[src/rtl/mips_pkg.sv]
// Shared MIPS instruction-format definitions: field positions, default NOP and a field-view struct.
package mips_pkg;

    localparam int unsigned OP_MSB    = 31;
    localparam int unsigned OP_LSB    = 26;
    localparam int unsigned RS_MSB    = 25;
    localparam int unsigned RS_LSB    = 21;
    localparam int unsigned RT_MSB    = 20;
    localparam int unsigned RT_LSB    = 16;
    localparam int unsigned RD_MSB    = 15;
    localparam int unsigned RD_LSB    = 11;
    localparam int unsigned SHAMT_MSB = 10;
    localparam int unsigned SHAMT_LSB = 6;
    localparam int unsigned FUNCT_MSB = 5;
    localparam int unsigned FUNCT_LSB = 0;
    localparam int unsigned IMM_MSB   = 15;
    localparam int unsigned IMM_LSB   = 0;
    localparam int unsigned ADDR_MSB  = 25;
    localparam int unsigned ADDR_LSB  = 0;

    // sll r0,r0,0
    localparam logic [31:0] NOP_WORD_DFLT = 32'h0000_0000;

    typedef struct packed {
        logic [5:0] opcode;
        logic [4:0] rs;
        logic [4:0] rt;
        logic [4:0] rd;
        logic [4:0] shamt;
        logic [5:0] funct;
    } instr_fields_t;

    function automatic instr_fields_t decode_fields(input logic [31:0] instr);
        instr_fields_t f;
        f.opcode = instr[OP_MSB:OP_LSB];
        f.rs     = instr[RS_MSB:RS_LSB];
        f.rt     = instr[RT_MSB:RT_LSB];
        f.rd     = instr[RD_MSB:RD_LSB];
        f.shamt  = instr[SHAMT_MSB:SHAMT_LSB];
        f.funct  = instr[FUNCT_MSB:FUNCT_LSB];
        return f;
    endfunction

endpackage

[src/rtl/pipe_skid_buf.sv]
// Generic valid/ready register slice with a one-entry skid; in_ready is registered
// so no combinational path exists from out_ready back to the producer.
module pipe_skid_buf #(
    parameter int unsigned       WIDTH     = 64,
    parameter logic [WIDTH-1:0]  IDLE_DATA = '0
) (
    input  logic             clk,
    input  logic             reset,
    input  logic             flush,
    input  logic             in_valid,
    output logic             in_ready,
    input  logic [WIDTH-1:0] in_data,
    output logic             out_valid,
    input  logic             out_ready,
    output logic [WIDTH-1:0] out_data
);

    logic             main_valid_q, main_valid_d;
    logic [WIDTH-1:0] main_data_q,  main_data_d;
    logic             skid_valid_q, skid_valid_d;
    logic [WIDTH-1:0] skid_data_q,  skid_data_d;

    logic accept_c;
    logic deliver_c;

    assign accept_c  = in_valid && !skid_valid_q;
    assign deliver_c = main_valid_q && out_ready;

    always_comb begin
        main_valid_d = main_valid_q;
        main_data_d  = main_data_q;
        skid_valid_d = skid_valid_q;
        skid_data_d  = skid_data_q;

        if (flush) begin
            main_valid_d = 1'b0;
            main_data_d  = IDLE_DATA;
            skid_valid_d = 1'b0;
        end else if (!main_valid_q || deliver_c) begin
            // Skid is only ever full while main is full, so it drains first.
            if (skid_valid_q) begin
                main_valid_d = 1'b1;
                main_data_d  = skid_data_q;
                skid_valid_d = 1'b0;
            end else if (accept_c) begin
                main_valid_d = 1'b1;
                main_data_d  = in_data;
            end else begin
                main_valid_d = 1'b0;
                main_data_d  = IDLE_DATA;
            end
        end else if (accept_c) begin
            skid_valid_d = 1'b1;
            skid_data_d  = in_data;
        end
    end

    always_ff @(posedge clk) begin
        if (reset) begin
            main_valid_q <= 1'b0;
            main_data_q  <= IDLE_DATA;
            skid_valid_q <= 1'b0;
            skid_data_q  <= '0;
        end else begin
            main_valid_q <= main_valid_d;
            main_data_q  <= main_data_d;
            skid_valid_q <= skid_valid_d;
            skid_data_q  <= skid_data_d;
        end
    end

    assign in_ready  = !skid_valid_q;
    assign out_valid = main_valid_q;
    assign out_data  = main_data_q;

endmodule

[src/rtl/if_id_pipe_stage.sv]
// IF/ID pipeline register: flow-controlled skid slice, flush bubble insertion,
// instruction field decode and saturating stall/flush event counters.
module if_id_pipe_stage
    import mips_pkg::*;
#(
    parameter int unsigned        INSTR_W  = 32,
    parameter int unsigned        PC_W     = 32,
    parameter logic [INSTR_W-1:0] NOP_WORD = INSTR_W'(NOP_WORD_DFLT),
    parameter int unsigned        CNT_W    = 16
) (
    input  logic               clk,
    input  logic               reset,
    input  logic               in_valid,
    output logic               in_ready,
    input  logic [INSTR_W-1:0] in_instr,
    input  logic [PC_W-1:0]    in_pc,
    input  logic               flush,
    output logic               out_valid,
    input  logic               out_ready,
    output logic [INSTR_W-1:0] out_instr,
    output logic [PC_W-1:0]    out_pc,
    output logic [5:0]         out_opcode,
    output logic [4:0]         out_rs,
    output logic [4:0]         out_rt,
    output logic [4:0]         out_rd,
    output logic [4:0]         out_shamt,
    output logic [5:0]         out_funct,
    output logic [15:0]        out_imm16,
    output logic [25:0]        out_addr26,
    output logic [CNT_W-1:0]   stall_cnt,
    output logic [CNT_W-1:0]   flush_cnt
);

    localparam int unsigned BEAT_W = INSTR_W + PC_W;

    logic [BEAT_W-1:0] out_beat;
    logic [31:0]       instr32;
    instr_fields_t     fields;

    pipe_skid_buf #(
        .WIDTH     (BEAT_W),
        .IDLE_DATA ({NOP_WORD, PC_W'(0)})
    ) u_skid (
        .clk       (clk),
        .reset     (reset),
        .flush     (flush),
        .in_valid  (in_valid),
        .in_ready  (in_ready),
        .in_data   ({in_instr, in_pc}),
        .out_valid (out_valid),
        .out_ready (out_ready),
        .out_data  (out_beat)
    );

    assign out_instr = out_beat[BEAT_W-1:PC_W];
    assign out_pc    = out_beat[PC_W-1:0];

    // Field slices follow the held word, which is already NOP_WORD when idle.
    assign instr32    = 32'(out_instr);
    assign fields     = decode_fields(instr32);
    assign out_opcode = fields.opcode;
    assign out_rs     = fields.rs;
    assign out_rt     = fields.rt;
    assign out_rd     = fields.rd;
    assign out_shamt  = fields.shamt;
    assign out_funct  = fields.funct;
    assign out_imm16  = instr32[IMM_MSB:IMM_LSB];
    assign out_addr26 = instr32[ADDR_MSB:ADDR_LSB];

    logic [CNT_W-1:0] stall_cnt_q, stall_cnt_d;
    logic [CNT_W-1:0] flush_cnt_q, flush_cnt_d;

    always_comb begin
        stall_cnt_d = stall_cnt_q;
        flush_cnt_d = flush_cnt_q;
        if (out_valid && !out_ready && !flush && (stall_cnt_q != '1)) begin
            stall_cnt_d = stall_cnt_q + CNT_W'(1);
        end
        if (flush && (flush_cnt_q != '1)) begin
            flush_cnt_d = flush_cnt_q + CNT_W'(1);
        end
    end

    always_ff @(posedge clk) begin
        if (reset) begin
            stall_cnt_q <= '0;
            flush_cnt_q <= '0;
        end else begin
            stall_cnt_q <= stall_cnt_d;
            flush_cnt_q <= flush_cnt_d;
        end
    end

    assign stall_cnt = stall_cnt_q;
    assign flush_cnt = flush_cnt_q;

endmodule

[config.mk]
export PLATFORM = sky130hd
export DESIGN_NAME = if_id_pipe_stage
export DESIGN_NICKNAME = d
export VERILOG_FILES = /design/src/rtl/mips_pkg.sv /design/src/rtl/pipe_skid_buf.sv /design/src/rtl/if_id_pipe_stage.sv
export SDC_FILE = /design/constraint.sdc
export NUM_CORES = 1
export LEC_CHECK = 0
export CELL_PAD_IN_SITES_DETAIL_PLACEMENT = 1
export CELL_PAD_IN_SITES_GLOBAL_PLACEMENT = 1
export CORE_UTILIZATION = 31
export CTS_BUF_LIST = sky130_fd_sc_hd__clkbuf_8
export DETAILED_ROUTE_END_ITERATION = 12
export PLACE_DENSITY = 0.81
export RECOVER_POWER = 25
export SYNTH_ARGS = -nofsm -noshare
export SYNTH_HDL_FRONTEND = slang
export SYNTH_SLANG_ARGS = --single-unit
[constraint.sdc]
create_clock -name clk -period 1.8 [get_ports clk]
set_input_delay 0.27 -clock clk [delete_from_list [all_inputs] [get_ports clk]]
set_output_delay 0.27 -clock clk [all_outputs]
set_load 0.005 [all_outputs]
==> results of run 1 <==
synth_stat cells, drive strengths merged, types with 2 or more instances:
cell	count	area, um^2
a211oi	67	503
nor2b	5	31.3
a21oi	150	751
o21ai	8	40.0
dfxtp	162	3240
mux2	5	56.3
o21a	2	15.0
nor2	83	312
or4	9	68.8
nand4	13	81.3
nor3	9	45.0
clkbuf	62	233
o31ai	7	52.6
a31oi	2	12.5
buf	83	606
and3	67	420
nand2b	3	18.8
ha	2	25.0
nor4	8	50.1
o41ai	3	26.3
nand3	9	45.0
nand2	141	529
inv	9	33.8
and4	2	17.5
or3	7	45.1
or2	3	18.8
per-layer routing:
layer	up-vias	GRT usage, %
li1	3541	-
met1	3486	22.2
met2	194	36.3
met3	23	4.33
met4	2	6.44
met5	-	0
kinds of logic after synthesis:
| logic type | synth area share, % |
|---|---|
| flops | 44.0 |
| mux | 0.900 |
| fa+ha+maj | 0.340 |
| buf+inv | 11.8 |
| simple gates | 23.4 |
| compound gates | 19.5 |
report_power, final:
group          switching (uW)  leakage [uW]  internal [uW]  total (uW)
clock network            1540      0.000182           1130        2670
logic                     326       0.00224            440         766
registers                52.5       0.00132           3650        3700
total                    1910       0.00374           5220        7130
final timing paths:
kind | from | endpoint | slack (ns) | cells after the start
worst max register to register | u_skid.out_valid$_SDFFE_PP0P_ | stall_cnt[4]$_SDFFE_PP0P_ | 0.07 | 4
worst min-delay path | reset | stall_cnt[4]$_SDFFE_PP0P_ | 0.34 | 3
worst min register to register | u_skid.skid_data_q[62]$_SDFFE_PP0P_ | u_skid.skid_data_q[62]$_SDFFE_PP0P_ | 0.46 | 2
worst max-delay path | out_ready | stall_cnt[4]$_SDFFE_PP0P_ | 0.07 | 5
flip-flops by register name, summed over array words and instances, names as in the netlist:
name and cells:
flush_cnt 16, stall_cnt 16, u_skid.skid_valid_q 1, u_skid.out_data 64
u_skid.skid_data_q 64, u_skid.out_valid 1
stage by stage:
step | utilization [%] | instances | hold slack, ns | total power [uW]
after detailed placement | 42.3 | 1401 | 0.447 | 4560
after global routing | 44.1 | 1434 | 0.347 | 7460
final | 44.1 | 1434 | 0.342 | 7130
after CTS | 44.0 | 1433 | 0.304 | 7260
after global placement | 42.3 | 1401 | 0.442 | 4540
after floorplan | - | 931 | 0.406 | 4120
cell type report:
cell class / instances / area [um^2] / area share [%]
Clock buffer: 17 / 234 / 2.27
Clock inverter: 15 / 149 / 1.44
Inverter: 9 / 36.3 / 0.352
Multi-Input combinational cell: 615 / 3300 / 32.0
Sequential cell: 162 / 3270 / 31.7
Tap cell: 319 / 399 / 3.87
Timing Repair Buffer: 297 / 2920 / 28.4
worst min-delay path: cells and delay by family:
family          cells  cell delay, ns
buf+inv             2            0.43
compound gates      1            0.05
timing repair:
item / in CTS / in global routing
setup endpoints to repair: 15 / 16
resized for setup: 10 / 14
hold buffers: 0 / 0
buffers inserted: 0 / 1
pin swaps: 0 / 1
==> results_dict.tcl, run 1 <==
set metrics [dict create \
    status "finished, final reports clean" \
    p_leak_uw 0.00374 \
    wl_per_cell_um 16.6 \
    antenna_found_initial 1 \
    grt_setup_unrepaired "no" \
    core_area_um2 23400 \
    clockBufferDepth 2 \
    syn_area_um2 7360 \
    grt_pass1_vias 7429 \
    crit_path_start_kind "input pin" \
    initialDrtViolationCount 279 \
    grt_max_degree 66 \
    crit_buf_inv 2 \
    cpPeakStageDelay_ns 0.65 \
    met3_length_mm 1.09 \
    dp_hpwl_mm 15.9 \
    vias 7246 \
    hold_viol 0 \
    p_per_area_nw_per_um2 692 \
    cts-root-buf "clkbuf_8" \
    ys_seq_elements 162 \
    cts_sinks 162 \
    irDropWorstVdd_mv 0.360 \
    viasPerCell 5.05 \
    synth-async-reset-ratio_pct 0 \
    port-buffer-count 240 \
    rows 56 \
    fin_skew_ns 0.0150 \
    start_util_pct 31.5 \
    place_ws_ns -0.577 \
    area_growth_pct 40.0 \
    fin_ws_ns 0.0661 \
    clk_pin_slew_ns 0.10 \
    syn_nets 1002 \
    slowest_stage "or4_2" \
    endpoint_kind "flop" \
    cts_tree "built" \
    drive_gt1_share_pct 11.4 \
    final_common_cell "clkdlybuf4s50_1" \
    ys.flop_type "dfxtp_1" \
    crit_required_ns 2.19 \
    num-fill-cells 2814 \
    yosys_warnings 0 \
    crit_fanout 9 \
    gp_congestion 0.846 \
    cp_top_family "simple AND/OR/NAND/NOR gates" \
    nets 1173 \
    grt_usage_pct 19.7 \
    numCtsBuffers 17 \
    die_w_um 156 \
    diodes 0 \
    grt_first_pass_wirelength_mm 37.8 \
    period_share_pct 96.3 \
    top_layer "met5" \
    synth_cell_types 43 \
    synth-edff-count 0 \
    drt-met1-wl_mm 10.2 \
    layout_common_cells "clkdlybuf4s50_1 (233), a21oi_1 (149), dfxtp_1 (144)" \
    clk_latency_ns 0.46 \
    final_antenna_net_count 0 \
    min_period_ns 1.73 \
    drc 0 \
    drt_wl_total_mm 23.8 \
    firstDrtPassIters 4 \
    drv_slew 0 \
    finalSetupViolations 0 \
    worst_hold_path_type "input pin to flop" \
    cts_max_level 4 \
    die_y_um 156 \
    worst_pin_slew_ns 0.665 \
    path_class "input pin to flop" \
    placed_cell_area_um2 9900 \
    max-slew-margin-rel_pct 55.7 \
    fin_setup_tns_ns 0 \
    crit_chain "clkdlybuf4s50_1, or3b_4, buf_6, or4_2, a21oi_2" \
    wl_met2_mm 12.1 \
    drv_cap 0 \
    fmax_mhz 577 \
    die-area_um2 24400 \
    syn_area_per_cell_um2 7.91 \
    fin_area_um2 10300 \
    ios 241 \
    synthCells 931 \
    grt-ovfl-total 0 \
    ys_seq_area_share_pct 44.0 \
    worstPathArrival_ns 2.12 \
]
No activity file was read; power rests on OpenSTA's default activity.
==> run 2: changes to the inputs <==
--- a/config.mk
+++ b/config.mk
@@ -12,6 +12,7 @@
 export DETAILED_ROUTE_END_ITERATION = 12
 export PLACE_DENSITY = 0.81
 export RECOVER_POWER = 25
+export SLEW_MARGIN = 30
 export SYNTH_ARGS = -nofsm -noshare
 export SYNTH_HDL_FRONTEND = slang
 export SYNTH_SLANG_ARGS = --single-unit
==> results of run 2 <==
The final DEF is identical to that of run 1; final timing and power are the same.
==> run 3: changes to the inputs <==
--- a/config.mk
+++ b/config.mk
@@ -5,12 +5,13 @@
 export SDC_FILE = /design/constraint.sdc
 export NUM_CORES = 1
 export LEC_CHECK = 0
+export ABC_AREA = 1
 export CELL_PAD_IN_SITES_DETAIL_PLACEMENT = 1
 export CELL_PAD_IN_SITES_GLOBAL_PLACEMENT = 1
-export CORE_UTILIZATION = 31
+export CORE_UTILIZATION = 30
 export CTS_BUF_LIST = sky130_fd_sc_hd__clkbuf_8
 export DETAILED_ROUTE_END_ITERATION = 12
-export PLACE_DENSITY = 0.81
+export PLACE_DENSITY = 0.8
 export RECOVER_POWER = 25
 export SLEW_MARGIN = 30
 export SYNTH_ARGS = -nofsm -noshare
==> run 3 against run 2 <==
Cell area fell by 1.6%. Critical path depth up 1. Global-route usage is 0.92 points lower. Wire length down 0.43%. Hold slack worse by 0.18 ns. Combinational power is 3.3% higher. Core utilization down 2.4 points. Via count decreased by 0.91%. Die area is 5.0% higher. Critical endpoint is now u_skid.out_data[37]$_SDFFE_PP0P_. Maximum frequency decreased by 0.14%. Synthesized cell count up 9.0%.
==> results_dict.tcl, run 3 <==
set metrics [dict create \
    status "finished, final reports clean" \
    synth_cell_types 33 \
    yosysTopAreaCell "dfxtp_1" \
    clk_pin_slew_ns 0.09 \
    max-slew-margin-rel_pct 55.0 \
    cts_sinks 162 \
    die_w_um 160 \
    start_util_pct 30.7 \
    endpoint_kind "flop" \
    clockBufferDepth 2 \
    yosysTopAreaCellShare_pct 43.3 \
    fin_area_um2 10100 \
    synth_commonest_cells "nand2_1 (230), nor2_1 (164), dfxtp_1 (162)" \
    synthCells 1015 \
    grt_setup_unrepaired "no" \
    initialDrtViolationCount 321 \
    nets 1238 \
    crit_path_start_kind "input pin" \
    ys.flop_type "dfxtp_1" \
    synth-edff-count 0 \
    finalSetupViolations 0 \
    firstDrtPassIters 4 \
    grt_first_pass_wirelength_mm 38.4 \
    min_to "u_skid.skid_data_q[44]$_SDFFE_PP0P_" \
    grt_max_degree 65 \
    clkPwrFrac_pct 37.3 \
    layout_common_cells "clkdlybuf4s50_1 (238), nand2_1 (230), nor2_1 (164)" \
    min_period_ns 1.74 \
    port-buffer-count 240 \
    final_antenna_net_count 0 \
    irDropWorstVdd_mv 0.390 \
    final_common_cell "clkdlybuf4s50_1" \
    ys_seq_area_share_pct 43.3 \
    viasPerCell 4.77 \
    antenna_found_initial 2 \
    wl_per_cell_um 15.8 \
    fmax_mhz 576 \
    ios 241 \
    synth-async-reset-ratio_pct 0 \
    die_y_um 160 \
    die-area_um2 25600 \
    syn_area_per_cell_um2 7.37 \
    yosysMostFrequentCell "nand2_1" \
    crit_fanout 23 \
    power.share.switching_pct 25.6 \
    drv_cap 0 \
    placed_cell_area_um2 9800 \
    synthTopCellsByArea "dfxtp_1 (43%), nand2_1 (12%), nor2_1 (8.2%)" \
    p_comb_share_pct 11.0 \
    fin_skew_ns 0.0133 \
    r2r_start "u_skid.skid_valid_q$_SDFFE_PP0P_" \
    ff2ff_setup_slack_ns 0.15 \
    crit_required_ns 2.17 \
    cts-root-buf "clkbuf_8" \
    grt-ovfl-total 0 \
    clk_latency_ns 0.45 \
    worst_pin_slew_ns 0.672 \
    rows 57 \
    numCtsBuffers 17 \
    drive_gt1_share_pct 10.2 \
    ys_seq_elements 162 \
    yosys_warnings 0 \
    syn_nets 1086 \
    grt_pass1_vias 7248 \
    min_from "reset" \
    sequentialPowerShare_pct 51.7 \
    r2r_end "u_skid.skid_data_q[43]$_SDFFE_PP0P_" \
    area_growth_pct 35.6 \
    gp_congestion 0.811 \
    drt_wl_total_mm 23.7 \
    cts_max_level 4 \
    vias 7180 \
    power.total_uw 7200 \
    p_switching_uw 1840 \
    core_area_um2 24400 \
    cts_tree "built" \
    period_share_pct 96.5 \
    reg2regPathDepth 6 \
    intPower_uw 5360 \
    drc 0 \
    ctsHoldBuffers 0 \
    hold_viol 0 \
    drv_slew 0 \
    p_per_area_nw_per_um2 709 \
    p_leak_uw 0.00346 \
    dp_hpwl_mm 16.7 \
    worstHoldPathCells 2 \
    grt_usage_pct 18.8 \
    path_class "input pin to flop" \
    syn_area_um2 7480 \
    worst_hold_path_type "input pin to flop" \
    worstPathArrival_ns 2.11 \
]
-- run 3: cell types whose count changed in the layout (fill, tap and decap cells not counted), sizes merged, moves of 8 or more --
| cell | delta |
|---|---|
| a211oi | -67 |
| a21oi | -100 |
| a31oi | +62 |
| and3 | -66 |
| buf | -30 |
| inv | +12 |
| nand2 | +110 |
| nand3 | +25 |
| nand4 | -9 |
| nor2 | +86 |
| nor4 | -8 |
| o21ai | +103 |
| or4 | -9 |
-- run 3: what timing repair did --
action	4_1_cts	5_1_grt
endpoints found under the setup margin	0	13
endpoints found under the hold margin	0	0
gates resized for setup	0	8
buffers inserted	0	0
-- run 3: worst max path at each step --
| stage | start | end | slack [ns] | cells past startpoint |
|---|---|---|---|---|
| 2_1_floorplan | stall_cnt[0]$_SDFFE_PP0P_ | stall_cnt[11]$_SDFFE_PP0P_ | 0.37 | 7 |
| 3_3_place_gp | flush | flush_cnt[12]$_SDFFE_PP0P_ | 0.04 | 9 |
| 3_5_place_dp | in_valid | u_skid.skid_data_q[35]$_SDFFE_PP0P_ | -0.02 | 7 |
| 4_1_cts | stall_cnt[13]$_SDFFE_PP0P_ | stall_cnt[13] | 0.01 | 1 |
| 5_1_grt | stall_cnt[3]$_SDFFE_PP0P_ | stall_cnt[3] | 0.0006 | 1 |
| 6_report | flush | u_skid.out_data[37]$_SDFFE_PP0P_ | 0.06 | 6 |
-- run 3: cell families after synthesis --
logic type | after synthesis | share of synthesized area [%]
flip-flops | 162 | 43.3
buffers and inverters | 159 | 13.4
AND/OR/NAND/NOR | 466 | 25.8
AO/OA/AOI/OAI | 225 | 17.1
adder cells (fa/ha/maj) | 2 | 0.334
XOR/XNOR | 1 | 0.117
-- run 3: through the flow --
step | std cells | TNS (ns) | setup WS, ns | utilization [%] | hold WS, ns
4_1_cts | 1503 | 0 | 0.0142 | 41.7 | 0.147
3_3_place_gp | 1472 | 0 | 0.0398 | 40.2 | 0.451
6_report | 1505 | 0 | 0.0638 | 41.6 | 0.166
5_1_grt | 1505 | 0 | 0.000630 | 41.6 | 0.129
2_1_floorplan | 1015 | 0 | 0.374 | - | 0.406
3_5_place_dp | 1472 | -0.0449 | -0.0197 | 40.2 | 0.463
-- run 3: cell type report --
class                           count  area (um^2)
Fill cell                        3000        14200
Sequential cell                   162         3250
Multi-Input combinational cell    694         3250
Timing Repair Buffer              268         2750
Tap cell                          324          405
Clock buffer                       18          248
Clock inverter                     13          138
Inverter                           24          103
Antenna cell                        2         5.00
-- run 3: power by group through the flow --
stage / Combinational, uW / Clock [uW] / Sequential, uW
2_1_floorplan: 353 / 0 / 3790
3_3_place_gp: 788 / 0 / 3800
3_5_place_dp: 808 / 0 / 3810
4_1_cts: 812 / 2800 / 3720
5_1_grt: 869 / 2940 / 3730
6_report: 791 / 2680 / 3720
-- run 3: metal layers --
layer	up-vias	part of all wire, %	track usage [%]
met5	-	0	0
met2	168	51	34.1
met3	26	2.9	2.55
met4	0	1.8	6.28
li1	3568	-	-
met1	3418	45	22.6
-- run 3: critical path, cell delays in order --
cell and delay [ns]:
dlygate4sd3_1 0.57, clkbuf_2 0.17, nor2_1 0.55, buf_12 0.25, o21ai_0 0.11, a31oi_1 0.17
